## src/rtl/char_fifo_p_if.sv

```systemverilog
// Handshake bundle between char_fifo_p and its producer/consumer.
// master drives requests and write data; slave is the FIFO side.
interface char_fifo_p_if #(
  parameter int DATA_WID = 8,
  parameter int DEPL2    = 3
);
  logic                push;
  logic                pop;
  logic                flush;
  logic                clr_err;
  logic [DATA_WID-1:0] data_in;
  logic [DATA_WID-1:0] data_out;
  logic                full;
  logic                empty;
  logic                almost_full;
  logic                almost_empty;
  logic [DEPL2:0]      count;
  logic                overflow;
  logic                underflow;

  modport master (
    output push, pop, flush, clr_err, data_in,
    input  data_out, full, empty, almost_full, almost_empty,
           count, overflow, underflow
  );

  modport slave (
    input  push, pop, flush, clr_err, data_in,
    output data_out, full, empty, almost_full, almost_empty,
           count, overflow, underflow
  );
endinterface

```

## src/rtl/char_fifo_p.sv

```systemverilog
// Parametrised character FIFO for the print path: full-depth occupancy count,
// programmable almost flags, FWFT or registered read, flush and sticky errors.
module char_fifo_p #(
  parameter int DATA_WID = 8,
  parameter int DEPL2    = 3,
  parameter int DEPTH    = 8,
  parameter int FWFT     = 0,
  parameter int AF_LEVEL = 6,
  parameter int AE_LEVEL = 1
) (
  input logic          clk,
  input logic          rst,
  char_fifo_p_if.slave bus
);

  localparam logic [DEPL2:0]   FULL_CNT = (DEPL2+1)'(DEPTH);
  localparam logic [DEPL2:0]   AF_CNT   = (DEPL2+1)'(AF_LEVEL);
  localparam logic [DEPL2:0]   AE_CNT   = (DEPL2+1)'(AE_LEVEL);
  localparam logic [DEPL2:0]   CNT_ONE  = (DEPL2+1)'(1);
  localparam logic [DEPL2-1:0] PTR_ONE  = (DEPL2)'(1);

  logic [DATA_WID-1:0] mem [DEPTH];
  logic [DEPL2-1:0]    wr_ptr;
  logic [DEPL2-1:0]    rd_ptr;
  logic [DEPL2:0]      cnt;
  logic                ovf_q;
  logic                udf_q;

  logic full_c;
  logic empty_c;
  logic acc_push;
  logic acc_pop;
  logic do_push;
  logic do_pop;

  always_comb begin
    full_c   = (cnt == FULL_CNT);
    empty_c  = (cnt == '0);
    acc_pop  = bus.pop & ~empty_c;
    // A full FIFO still takes a push when a pop frees a slot in the same cycle.
    acc_push = bus.push & (~full_c | bus.pop);
    do_push  = acc_push & ~bus.flush;
    do_pop   = acc_pop & ~bus.flush;
  end

  assign bus.full         = full_c;
  assign bus.empty        = empty_c;
  assign bus.almost_full  = (cnt >= AF_CNT);
  assign bus.almost_empty = (cnt <= AE_CNT);
  assign bus.count        = cnt;
  assign bus.overflow     = ovf_q;
  assign bus.underflow    = udf_q;

  // Storage is deliberately not reset; rst and flush only move pointers.
  always_ff @(posedge clk) begin
    if (do_push) begin
      mem[wr_ptr] <= bus.data_in;
    end
  end

  always_ff @(posedge clk or posedge rst) begin
    if (rst) begin
      wr_ptr <= '0;
      rd_ptr <= '0;
      cnt    <= '0;
    end else if (bus.flush) begin
      wr_ptr <= '0;
      rd_ptr <= '0;
      cnt    <= '0;
    end else begin
      if (do_push) begin
        wr_ptr <= wr_ptr + PTR_ONE;
      end
      if (do_pop) begin
        rd_ptr <= rd_ptr + PTR_ONE;
      end
      case ({do_push, do_pop})
        2'b10:   cnt <= cnt + CNT_ONE;
        2'b01:   cnt <= cnt - CNT_ONE;
        default: cnt <= cnt;
      endcase
    end
  end

  // Flush suppresses requests entirely, so a flushed cycle cannot raise an error;
  // a new error wins over a simultaneous clr_err.
  always_ff @(posedge clk or posedge rst) begin
    if (rst) begin
      ovf_q <= 1'b0;
      udf_q <= 1'b0;
    end else begin
      ovf_q <= (ovf_q & ~bus.clr_err) | (~bus.flush & bus.push & ~acc_push);
      udf_q <= (udf_q & ~bus.clr_err) | (~bus.flush & bus.pop & ~acc_pop);
    end
  end

  generate
    if (FWFT != 0) begin : g_fwft
      assign bus.data_out = empty_c ? '0 : mem[rd_ptr];
    end else begin : g_reg
      logic [DATA_WID-1:0] dout_q;

      always_ff @(posedge clk or posedge rst) begin
        if (rst) begin
          dout_q <= '0;
        end else if (do_pop) begin
          dout_q <= mem[rd_ptr];
        end
      end

      assign bus.data_out = dout_q;
    end
  endgenerate

endmodule

```

## src/flat_wrapper.sv

```systemverilog
// flat-port wrapper written by rule: the top's interface ports become plain ports
module char_fifo_p_flat 
#(
  parameter int DATA_WID = 8,
  parameter int DEPL2    = 3,
  parameter int DEPTH    = 8,
  parameter int FWFT     = 0,
  parameter int AF_LEVEL = 6,
  parameter int AE_LEVEL = 1
)
  (clk, rst, bus_push, bus_pop, bus_flush, bus_clr_err, bus_data_in, bus_data_out, bus_full, bus_empty, bus_almost_full, bus_almost_empty, bus_count, bus_overflow, bus_underflow);
  char_fifo_p_if #(.DATA_WID(DATA_WID), .DEPL2(DEPL2)) bus_i ();
  input logic clk;
  input logic rst;
  input wire logic [$bits(bus_i.push)-1:0] bus_push;
  input wire logic [$bits(bus_i.pop)-1:0] bus_pop;
  input wire logic [$bits(bus_i.flush)-1:0] bus_flush;
  input wire logic [$bits(bus_i.clr_err)-1:0] bus_clr_err;
  input wire logic [$bits(bus_i.data_in)-1:0] bus_data_in;
  output wire logic [$bits(bus_i.data_out)-1:0] bus_data_out;
  output wire logic [$bits(bus_i.full)-1:0] bus_full;
  output wire logic [$bits(bus_i.empty)-1:0] bus_empty;
  output wire logic [$bits(bus_i.almost_full)-1:0] bus_almost_full;
  output wire logic [$bits(bus_i.almost_empty)-1:0] bus_almost_empty;
  output wire logic [$bits(bus_i.count)-1:0] bus_count;
  output wire logic [$bits(bus_i.overflow)-1:0] bus_overflow;
  output wire logic [$bits(bus_i.underflow)-1:0] bus_underflow;
  assign bus_i.push = bus_push;
  assign bus_i.pop = bus_pop;
  assign bus_i.flush = bus_flush;
  assign bus_i.clr_err = bus_clr_err;
  assign bus_i.data_in = bus_data_in;
  assign bus_data_out = bus_i.data_out;
  assign bus_full = bus_i.full;
  assign bus_empty = bus_i.empty;
  assign bus_almost_full = bus_i.almost_full;
  assign bus_almost_empty = bus_i.almost_empty;
  assign bus_count = bus_i.count;
  assign bus_overflow = bus_i.overflow;
  assign bus_underflow = bus_i.underflow;
  char_fifo_p #(.DATA_WID(DATA_WID), .DEPL2(DEPL2), .DEPTH(DEPTH), .FWFT(FWFT), .AF_LEVEL(AF_LEVEL), .AE_LEVEL(AE_LEVEL)) u_core (.clk(clk), .rst(rst), .bus(bus_i));
endmodule
```

## config.mk

```make
export PLATFORM = sky130hd
export DESIGN_NAME = char_fifo_p_flat
export DESIGN_NICKNAME = d
export VERILOG_FILES = /design/src/rtl/char_fifo_p_if.sv /design/src/rtl/char_fifo_p.sv /design/src/flat_wrapper.sv
export SDC_FILE = /design/constraint.sdc
export NUM_CORES = 1
export LEC_CHECK = 0
export CAP_MARGIN = 20
export CORE_ASPECT_RATIO = 2
export CORE_MARGIN = 2
export CORE_UTILIZATION = 38
export DETAILED_ROUTE_END_ITERATION = 7
export PLACE_DENSITY = 0.64
export SETUP_SLACK_MARGIN = 0.4
export SYNTH_ARGS = -nofsm -noshare
export SYNTH_HDL_FRONTEND = slang
export SYNTH_SLANG_ARGS = --single-unit
```

## constraint.sdc

```tcl
create_clock -name clk -period 3.1 [get_ports clk]
set_clock_uncertainty 0.1 [all_clocks]
set_input_delay 0.31 -clock clk [delete_from_list [all_inputs] [get_ports clk]]
set_output_delay 0.31 -clock clk [all_outputs]
set_load 0.005 [all_outputs]
```

==> flow_metrics.tcl <==
set metrics [dict create \
    synth_nets 263 \
    drc 0 \
    crit_chain "inv_1 -> ha_2 -> or3b_4 -> clkinv_8 -> clkdlybuf4s50_1" \
    clock-root-buffer "clkbuf_16" \
    cp_data_arrival_time_ns 2.21 \
    reg2reg_from "u_core.bus.count[0]" \
    grt_setup_unrepaired "false" \
    final_cell_area_um2 4380 \
    vias 2077 \
    wirelength_mm 7.92 \
    grt_max_degree 25 \
    clk_latency_ns 0.34 \
    yosys_most_used_dff "edfxtp_1" \
    final_util 0.466 \
    place_ws_ns 0.583 \
    finalSetupViolations 0 \
    antenna_found_initial 0 \
    nets 300 \
    area_delta_synth_final_pct 19.1 \
    drv_slew 0 \
    path_class "register to output pin" \
    fill_cells 827 \
    cpMaxStageDelayCell "clkdlybuf4s50_1" \
    cts_hold_buf 0 \
    synth_sequential_area_ratio 0.659 \
    async_reset_ff_frac 0.238 \
    core_area_um2 9380 \
    port_buffers 31 \
    first_global_vias 2175 \
    core.rowCount 50 \
    outcome "complete, no violations" \
    clk_pin_slew_ns 0.06 \
    fmax_ghz 0.381 \
    layout_commonest_cell "edfxtp_1" \
    diodes 0 \
    htree_levels 3 \
    dieArea_um2 10500 \
    syn_inst 243 \
    track_usage 0.163 \
    ant_nets 0 \
    drtIter0Drc 153 \
    grt_pass1_wl_mm 12.0 \
    post_drt_via_cell_ratio 5.34 \
    max_stage_delay_ns 0.51 \
    slew_headroom 0.450 \
    synth_cell_types 41 \
    tns_ns 0 \
    synth_area_um2 3670 \
    synth-edff-count 64 \
    die_w_um 73.5 \
    p_leak_nw 1.55 \
    mostFrequentLayoutCells "64 x edfxtp_1, 34 x mux2i_1, 31 x clkdlybuf4s50_1" \
    drive_above_1_share 0.137 \
    syn_avg_cell_area_um2 15.1 \
    yosysWarnings 0 \
    cp_max_fo 8 \
    setup_slack_ns 0.475 \
    min_path_type "primary input to asynchronous set/reset pin" \
    dp_hpwl_mm 5.84 \
    place_area_um2 4080 \
    cts_tree "built" \
    cts.sinks 84 \
    cts_buffer_depth 2 \
    synth_seq_cells 84 \
    maxCapViolations 0 \
    crit_path_end_kind "output pin" \
    drt_first_pass_iters 4 \
    startpoint "u_core.bus.count[0]" \
    fin_crit_sh 0.847 \
    cp.required_ns 2.69 \
    routedWlPerCell_um 20.4 \
    fp.dieH_um 143 \
    finalCriticalPeriod_ns 2.62 \
    initial_core_util 0.392 \
    ir_worst_vdd_mv 0.310 \
    cts_made_buffers 9 \
    cp-start-kind "register" \
    hold_violations 0 \
    powerDensity_nw_per_um2 699 \
    routabilityCongestion 0.834 \
    worst_pin_slew_ns 0.824 \
    boundaryPins 32 \
    grt_overflow_total 0 \
]
[Yosys cell counts (5+ instances only)]
master    count  share of area
ha_1          6          0.020
nor2_1       16          0.016
a221oi_1      8          0.019
a22o_1        8          0.019
xor2_1        5          0.012
nand2_1       8         0.0082
mux2_4        8          0.033
a21oi_1       6         0.0082
mux2i_1      34          0.093
dfrtp_1      20           0.14
nand2b_1      6          0.010
inv_1         9         0.0092
edfxtp_1     64           0.52
[registers in the layout (all words and copies together) (netlist names)]
| name | count |
|---|---|
| u_core.mem | 64 |
| u_core.bus.data_out | 8 |
| u_core.bus.count | 4 |
| u_core.rd_ptr | 3 |
| u_core.wr_ptr | 3 |
| u_core.bus.overflow | 1 |
| u_core.bus.underflow | 1 |
[worst paths after layout]
kind	endpoint	slack (ns)	cells past startpoint
max in group asynchronous	u_core.bus.count[1]	2.00	2
min reg2reg	u_core.bus.data_out[7]	0.42	1
max	bus_empty	0.48	5
min in group clk	u_core.bus.data_out[7]	0.42	1
min	u_core.bus.data_out[2]	0.34	2
max reg2reg	u_core.mem[5][7]	0.87	6
[final cells by class]
cell class | instances | area, µm² | share of cell area
sequential | 84 | 2420 | 0.554
multi-input combinational | 137 | 1120 | 0.255
timing repair buffer | 38 | 363 | 0.0829
clock buffer | 13 | 272 | 0.0621
tap | 104 | 130 | 0.0297
inverter | 10 | 50.0 | 0.0114
clock inverter | 3 | 18.8 | 0.00429
[power by group]
group	internal, mW	switching, mW
sequential	1.31	0.0714
clock	0.612	0.403
combinational	0.373	0.292
[per-layer routing]
metal,global-route usage,part of all wire,routed length (µm)
met5,0,0,0
met4,0.0842,0.035,279
met3,0.0346,0.024,192
met2,0.309,0.59,4660
met1,0.155,0.35,2790
[through the flow]
step,power [mW],hold slack (ns),instances
6_report,3.06,0.336,389
5_1_grt,3.19,0.431,389
4_1_cts,3.09,0.358,389
3_5_place_dp,2.06,0.402,373
3_3_place_gp,2.05,0.391,373
2_1_floorplan,1.79,0.174,243
[kinds of logic after synthesis]
logic type                 share of synthesized area
DFF                                            0.659
and+or+nand+nor                               0.0736
muxes                                          0.125
AOI/OAI and AO/OA                             0.0715
buffers and inverters                         0.0381
adders and majority gates                     0.0204
xor gates and xnor gates                      0.0119
[worst max-delay path: cells and delay by family, from the launching register on]
kind | cells | cell delay, ns
DFF | 1 | 0.45
adders and majority gates | 1 | 0.25
and+or+nand+nor | 1 | 0.47
buffers and inverters | 3 | 0.69
[repair_timing]
item	CTS	global route
gates resized for setup	2	2
buffers inserted	0	0
setup endpoints to repair	1	1
No activity file was read; power rests on OpenSTA's default activity.
